$ cat config.mk
export PLATFORM = sky130hd
export DESIGN_NAME = mips_timer_responder
export DESIGN_NICKNAME = d
export VERILOG_FILES = /design/src/rtl/timer_pkg.sv /design/src/rtl/timer_prescaler.sv /design/src/rtl/mips_timer_responder.sv
export SDC_FILE = /design/constraint.sdc
export NUM_CORES = 1
export LEC_CHECK = 0
export CAP_MARGIN = 40
export CELL_PAD_IN_SITES_DETAIL_PLACEMENT = 1
export CELL_PAD_IN_SITES_GLOBAL_PLACEMENT = 1
export CORE_MARGIN = 1
export CORE_UTILIZATION = 47
export DETAILED_ROUTE_END_ITERATION = 7
export PLACE_DENSITY = 0.84
export SLEW_MARGIN = 20
export SYNTH_ARGS = -nofsm -noshare
export SYNTH_HDL_FRONTEND = slang
export SYNTH_SLANG_ARGS = --single-unit
$ cat constraint.sdc
create_clock -name clk -period 10.2 [get_ports clk]
set_clock_uncertainty 0.15 [all_clocks]
set_input_delay 3.06 -clock clk [delete_from_list [all_inputs] [get_ports clk]]
set_output_delay 3.06 -clock clk [all_outputs]
set_load 0.02 [all_outputs]
$ cat src/rtl/timer_pkg.sv
// Shared definitions for the memory-mapped MIPS timer peripheral.
// Provides the register offsets (word index taken from memaddr[4:2]) and
// the bit positions inside the CTRL and STATUS registers.
package timer_pkg;

  // Word offsets within the 32-byte register window
  localparam logic [2:0] TMR_CTRL     = 3'd0;
  localparam logic [2:0] TMR_PRESCALE = 3'd1;
  localparam logic [2:0] TMR_COUNT    = 3'd2;
  localparam logic [2:0] TMR_COMPARE  = 3'd3;
  localparam logic [2:0] TMR_STATUS   = 3'd4;

  // CTRL register bit positions
  localparam int EN         = 0;
  localparam int AUTORELOAD = 1;
  localparam int IRQEN      = 2;
  localparam int ONESHOT    = 3;

  // STATUS register bit positions
  localparam int MATCH = 0;
  localparam int OVF   = 1;

endpackage

$ cat src/rtl/timer_prescaler.sv
// Prescaler for the timer: emits a one-cycle tick every (prescale+1) enabled
// cycles. The internal count holds while disabled and is cleared by a
// write to the PRESCALE register.
// Ports:
//   clk      - system clock
//   reset_n  - asynchronous active-low reset
//   en       - count enable (CTRL.EN)
//   prescale - terminal count value
//   clear    - synchronous clear of the internal count
//   tick     - advance strobe for the main counter
module timer_prescaler (
  input  logic        clk,
  input  logic        reset_n,
  input  logic        en,
  input  logic [31:0] prescale,
  input  logic        clear,
  output logic        tick
);

  logic [31:0] pcnt;

  assign tick = en && (pcnt == prescale);

  // A PRESCALE write restarts the division so the new ratio applies cleanly
  always_ff @(posedge clk or negedge reset_n) begin
    if (!reset_n) begin
      pcnt <= '0;
    end else if (clear || tick) begin
      pcnt <= '0;
    end else if (en) begin
      pcnt <= pcnt + 32'd1;
    end
  end

endmodule

$ cat src/rtl/mips_timer_responder.sv
// Timer peripheral on the responder side of the MIPS data-memory bus.
// Decodes a 32-byte window at BASE_ADDR, returns register contents
// combinationally and applies stores at the clock edge. Holds a prescaled
// 32-bit up-counter with compare match, sticky MATCH/OVF flags and a level
// interrupt.
// Ports:
//   clk, reset_n  - clock and asynchronous active-low reset
//   memaddr       - CPU byte address (bits [1:0] ignored)
//   memwrite      - CPU store strobe
//   memwritedata  - CPU store data
//   memreaddata   - register read data (0 when not selected)
//   sel           - address hits the register window
//   irq           - MATCH & IRQEN, from registered state only
module mips_timer_responder
  import timer_pkg::*;
#(
  parameter logic [31:0] BASE_ADDR = 32'hFFFF_0000
) (
  input  logic        clk,
  input  logic        reset_n,
  input  logic [31:0] memaddr,
  input  logic        memwrite,
  input  logic [31:0] memwritedata,
  output logic [31:0] memreaddata,
  output logic        sel,
  output logic        irq
);

  logic [3:0]  ctrl,     ctrl_next;
  logic [31:0] prescale, prescale_next;
  logic [31:0] count,    count_next;
  logic [31:0] compare,  compare_next;
  logic [1:0]  status,   status_next;
  logic [1:0]  hw_set;
  logic [2:0]  offset;
  logic        wr_en;
  logic        tick;
  logic        unused_addr_bits;

  assign sel              = (memaddr[31:5] == BASE_ADDR[31:5]);
  assign offset           = memaddr[4:2];
  assign wr_en            = memwrite && sel;
  assign unused_addr_bits = ^memaddr[1:0];
  assign irq              = status[MATCH] && ctrl[IRQEN];

  timer_prescaler u_prescaler (
    .clk      (clk),
    .reset_n  (reset_n),
    .en       (ctrl[EN]),
    .prescale (prescale),
    .clear    (wr_en && (offset == TMR_PRESCALE)),
    .tick     (tick)
  );

  // Hardware counter update first, then CPU writes override it. Match is
  // judged on the pre-edge COUNT/COMPARE, and flag sets survive a same-edge
  // W1C because hw_set is OR-ed back in.
  always_comb begin
    ctrl_next     = ctrl;
    prescale_next = prescale;
    count_next    = count;
    compare_next  = compare;
    hw_set        = 2'b00;

    if (tick) begin
      if (count == compare) begin
        hw_set[MATCH] = 1'b1;
        count_next    = ctrl[AUTORELOAD] ? 32'd0 : count + 32'd1;
        if (ctrl[ONESHOT]) begin
          ctrl_next[EN] = 1'b0;
        end
      end else if (count == 32'hFFFF_FFFF) begin
        hw_set[OVF] = 1'b1;
        count_next  = 32'd0;
      end else begin
        count_next = count + 32'd1;
      end
    end

    status_next = status | hw_set;

    if (wr_en) begin
      case (offset)
        TMR_CTRL:     ctrl_next     = memwritedata[3:0];
        TMR_PRESCALE: prescale_next = memwritedata;
        TMR_COUNT:    count_next    = memwritedata;
        TMR_COMPARE:  compare_next  = memwritedata;
        TMR_STATUS:   status_next   = (status & ~memwritedata[1:0]) | hw_set;
        default:      ;
      endcase
    end
  end

  // Register file state
  always_ff @(posedge clk or negedge reset_n) begin
    if (!reset_n) begin
      ctrl     <= '0;
      prescale <= '0;
      count    <= '0;
      compare  <= '0;
      status   <= '0;
    end else begin
      ctrl     <= ctrl_next;
      prescale <= prescale_next;
      count    <= count_next;
      compare  <= compare_next;
      status   <= status_next;
    end
  end

  // Combinational read path so the single-cycle CPU sees data immediately
  always_comb begin
    memreaddata = 32'h0;
    if (sel) begin
      case (offset)
        TMR_CTRL:     memreaddata = {28'h0, ctrl};
        TMR_PRESCALE: memreaddata = prescale;
        TMR_COUNT:    memreaddata = count;
        TMR_COMPARE:  memreaddata = compare;
        TMR_STATUS:   memreaddata = {30'h0, status};
        default:      memreaddata = 32'h0;
      endcase
    end
  end

endmodule

### After elaboration in Yosys (flattened, before gate mapping)

Cells that the tools add are included.

* bitwise logic cells: 4
* add/subtract/negate cells: 2
* reduce and logical (&&, ||, !) cells: 10
* muxes and demuxes: 21
* equal/unequal tests: 8

Operators by type and width (number)
* $mux W32: 9
* $pmux W32 S5: 1
* $add A32 B1 Y32 const B: 2
* $eq A32 B32 Y1: 2
* $eq A32 B32 Y1 const B: 1
* $eq A27 B27 Y1 const B: 1
* $mux W1: 8
* $eq A3 B2 Y1 const B: 2
* $mux W2: 3
* $reduce_and A2 Y1: 3
* $logic_and A1 B1 Y1: 4
* $or A2 B2 Y2: 2
* $eq A3 B1 Y1 const B: 1
* $eq A3 B3 Y1 const B: 1
* $logic_not A3 Y1: 1
* $and A2 B2 Y2: 1
* $not A2 Y2: 1
* $reduce_bool A2 Y1: 1
* $logic_or A1 B1 Y1: 1

* word-level logic and storage cells: 52
* output and inout port bits: 34
* register bits: 134
* input port bits: 67

### Logic depth before layout (Yosys ltp)

* depth after elaboration: 7
* mapped depth: 10
* mapped depth without buffers: 8

### Modules after synthesis

Synthesis repeated with hierarchy kept, for this count alone.

* cell total of the unflattened synthesis: 777
* area, all modules: 7927.6 sq um

By module, submodules not included
* mips_timer_responder: seq. area each 2552.4 sq um, area an instance 5909.4 sq um, cells each 568, instances 1
* timer_prescaler: seq. area each 800.8 sq um, area an instance 2018.2 sq um, cells each 209, instances 1

### Least setup slack after synthesis

No wires, ideal clock.

* path kind: input to output
* start: in memaddr[14]
* end: out memreaddata[11]
* buffers on the path: 2
* path slack: 2388 ps
* stages: 7
* required time: 6990 ps
* arrival: 4602 ps
* cells stage by stage: nand2b_1 nor4_1 nand4_1 or2_2 clkbuf_1 buf_1 nor2_1

* longest elaborated chain between the ends: 2

RTL lines
* from (decl): line mips_timer_responder.sv:21 `input logic [31:0] memaddr,`
* $eq A27 B27 Y1: line mips_timer_responder.sv:40 `assign sel = (memaddr[31:5] == BASE_ADDR[31:5]);`
* $mux W32: line mips_timer_responder.sv:114 `if (sel) begin`
* to (decl): line mips_timer_responder.sv:24 `output logic [31:0] memreaddata,`

Every way passes these cells.

### Final worst setup path

* start: in memaddr[19]
* end: out memreaddata[16]

The elaborated chain is that of the path after synthesis.

==> impl_metrics.tcl <==
set metrics [dict create \
    rrSetupSlack_ns 6.26 \
    numCtsBuffers 17 \
    cp.depth 7 \
    fin_crit_sh_pct 87.0 \
    status "finished clean" \
    die_h_um 132 \
    worstPathArrival_ns 5.66 \
    die-area_mm2 0.0174 \
    crit_family "simple AND/OR/NAND/NOR gates" \
    setup.worst_path.start "memaddr[19]" \
    met1_usage_pct 43.1 \
    seq_power_share_pct 42.5 \
    ff2ff_path_depth 8 \
    finalPower_mw 1.25 \
    grt_most_used_layer "met2" \
    crit_path_top_delay_cell "clkdlybuf4s50_1" \
    vias 6879 \
    clockBufferDepth 2 \
    setup_viol 0 \
    p_sw_share_pct 23.4 \
    ys_warn_count 0 \
    cap_violations 0 \
    crit-reg2reg-launch "count[4]$_DFF_PN0_" \
    ys_seq_area_share_pct 42.4 \
    synth-async-reset-ratio_pct 100 \
    gr-usage-met3_pct 7.23 \
    rsz0062_at_grt "no" \
    place.gp.congestion 0.863 \
    initial_core_util_pct 47.9 \
    syn_area_mm2 0.00791 \
    grt-ovfl-total 0 \
    tns_ns 0 \
    path_buf_inv 2 \
    post_cts_buffers 0 \
    cts_tree "built" \
    grt_max_degree 58 \
    dp_hpwl_um 18900 \
    p_leak_nw 3.76 \
    synth_seq_cells 134 \
    relSlewSlack_pct 39.6 \
    drt_iter0_drc 543 \
    grt_usage_pct 33.0 \
    met2_usage_pct 53.1 \
    cts_root_buf "clkbuf_16" \
    drtAntennaViolNets 0 \
    grt_pass1_wl_um 43400 \
    syn-num-nets 855 \
    crit_path_start_kind "primary input" \
    cts_hold_buf 0 \
    io_buffers 98 \
    irDropWorstVdd_v 0.000126 \
    critPathCapture "memreaddata[16]" \
    synth_area_per_cell_um2 10.1 \
    multi_input_area_mm2 0.00434 \
    ys_types 52 \
    grt_pass1_vias 7353 \
    p_int_uw 958 \
    required_ns 6.99 \
    synthCells 786 \
    post_cts_resized 0 \
    areaGrowthSynthToFinish_pct 22.4 \
    clkLatencyLatePin_ns 0.44 \
    fin_crit_ns 8.87 \
    powerDensity_mw_per_mm2 129 \
    die_w_um 132 \
    row_count 47 \
    antenna_found_initial 0 \
    final_hold_viol_count 0 \
    h-tree-depth 4 \
    hold_path.class "flop to flop" \
    drcViolationCount 0 \
    drt-vias-per-instance 6.27 \
    final_cell_area_mm2 0.00968 \
    ios 101 \
    clock-sinks 134 \
    p_sw_uw 292 \
    synth-edff-count 0 \
    clock_power_share_pct 52.0 \
    wire_per_inst_um 25.0 \
    dr.pass1.iters 5 \
    placed_cell_area_mm2 0.00908 \
    path_class "primary input to output port" \
    wl_um 27400 \
    clk_pin_slew_worst_paths_ns 0.06 \
    r2r-end "count[28]$_DFF_PN0_" \
    fin_nets 934 \
    max_stage_delay_ns 0.65 \
    drv_slew 0 \
    fp.coreArea_mm2 0.0165 \
    power_frac_comb_pct 5.4 \
    fillers 1801 \
    clock.fmax_mhz 113 \
    worstPathMaxFanout 29 \
    diodes 0 \
    hold_ws_ns 0.392 \
    worst_pin_slew_ns 0.904 \
    synth_flop_cell "dfrtp_1" \
    cp_cell_sequence "clkdlybuf4s50_1, nand4_1, nor3_1, nand4_1, or2_2, nor2_1, clkdlybuf4s50_1" \
    end_kind "output port" \
    seq_area_mm2 0.00335 \
    drive_above_1_share_pct 18.9 \
]
## state kept, by name, summed over array words and instances, names as in the netlist
register	flops
compare	32
u_prescaler.pcnt	32
ctrl	4
status	2
prescale	32
count	32
## power by group through the flow
stage,Clock (mW),Combinational (mW),Sequential (mW)
after floorplan,0,0.0152,0.541
after global placement,0,0.0629,0.541
after detailed placement,0,0.0666,0.541
after CTS,0.655,0.0675,0.532
after global routing,0.678,0.0719,0.531
final,0.651,0.0681,0.532
## worst reg2reg max path, stage by stage, from the launching register on
cell and delay [ns]:
dfrtp_1 0.46, xnor2_1 0.39, nand4_1 0.24, nor4_1 0.72, and3_1 0.83, nor2_2 0.21, nor3b_2 0.48, buf_6 0.23
a211oi_1 0.07
## metrics by stage
stage	utilization (%)	worst slack [ns]	instances
finish	58.6	1.33	1098
global route	58.6	1.22	1098
CTS	58.6	1.36	1098
detailed placement	54.9	1.37	1066
global placement	54.5	1.24	1062
floorplan	-	2.39	786
## worst min path at each step
stage	startpoint	endpoint	slack (ns)	depth (start not counted)
detailed placement	status[0]$_DFF_PN0_	status[0]$_DFF_PN0_	0.37	1
global placement	status[1]$_DFF_PN0_	status[1]$_DFF_PN0_	0.34	1
floorplan	status[0]$_DFF_PN0_	status[0]$_DFF_PN0_	0.31	1
CTS	status[0]$_DFF_PN0_	status[0]$_DFF_PN0_	0.38	1
global route	status[0]$_DFF_PN0_	status[0]$_DFF_PN0_	0.41	1
finish	status[0]$_DFF_PN0_	status[0]$_DFF_PN0_	0.39	1
## cells in the final DEF, fill, tap and decap left out, drive strengths merged, types with 3 or more instances in the layout
cell           instances
and2                   6
inv                    4
nor2                 111
dfrtp                134
clkinvlp               4
nor2b                  3
nor4                  14
nor3b                  4
a21oi                  3
nand4                 36
and4                   5
nand2                 37
o21ai                 17
clkinv                 5
bufinv                 3
clkdlybuf4s50         97
xnor2                 50
nand3                 22
nand3b                10
a211oi                16
buf                   12
a31oi                 16
nand2b                 3
xor2                  57
nor3                  21
a22oi                 32
and3                  20
mux2                  96
clkbuf                19
## area by class of cell
class	count	area share (%)
Clock inverter	13	1.59
Sequential cell	134	34.6
Timing Repair Buffer	109	11.3
Tap cell	220	2.84
Clock buffer	19	4.68
Multi-Input combinational cell	600	44.8
Inverter	3	0.116
## logic make-up (layout without fill, tap and decap cells)
kind of cell / count (synthesis) / after routing / synth area share [%]
muxes: 99 / 99 / 14.4
AOI/OAI and AO/OA: 92 / 92 / 8.27
adders and majority gates: 2 / 2 / 0.316
xor gates and xnor gates: 107 / 107 / 11.8
and+or+nand+nor: 300 / 300 / 20.0
DFF: 134 / 134 / 42.4
buffers and inverters: 52 / 144 / 2.83
## layer usage
layer	up-vias	wire length [µm]
met1	3582	11200
li1	2966	-
met2	268	13500
met3	63	1850
met4	0	903
met5	-	0
## Yosys cell counts, types with 3 or more instances
| cell type | number | area [µm²] |
|---|---|---|
| a211oi_1 | 12 | 90.1 |
| a211oi_2 | 3 | 37.5 |
| a21oi_1 | 3 | 15.0 |
| a22oi_1 | 32 | 240 |
| a31oi_1 | 16 | 100 |
| and2_1 | 6 | 37.5 |
| and3_1 | 20 | 125 |
| and4_1 | 5 | 43.8 |
| buf_1 | 6 | 22.5 |
| buf_2 | 6 | 30.0 |
| clkbuf_1 | 32 | 120 |
| dfrtp_1 | 134 | 3350 |
| inv_1 | 3 | 11.3 |
| mux2_2 | 96 | 1080 |
| nand2_1 | 37 | 139 |
| nand2b_1 | 3 | 18.8 |
| nand3_1 | 20 | 100 |
| nand3b_1 | 10 | 75.1 |
| nand4_1 | 36 | 225 |
| nor2_1 | 110 | 413 |
| nor2b_1 | 3 | 18.8 |
| nor3_1 | 14 | 70.1 |
| nor3_2 | 6 | 60.1 |
| nor3b_1 | 3 | 22.5 |
| nor4_1 | 11 | 68.8 |
| o21ai_0 | 17 | 85.1 |
| xnor2_1 | 50 | 438 |
| xor2_1 | 57 | 499 |
(Power assumes the default switching activity.)
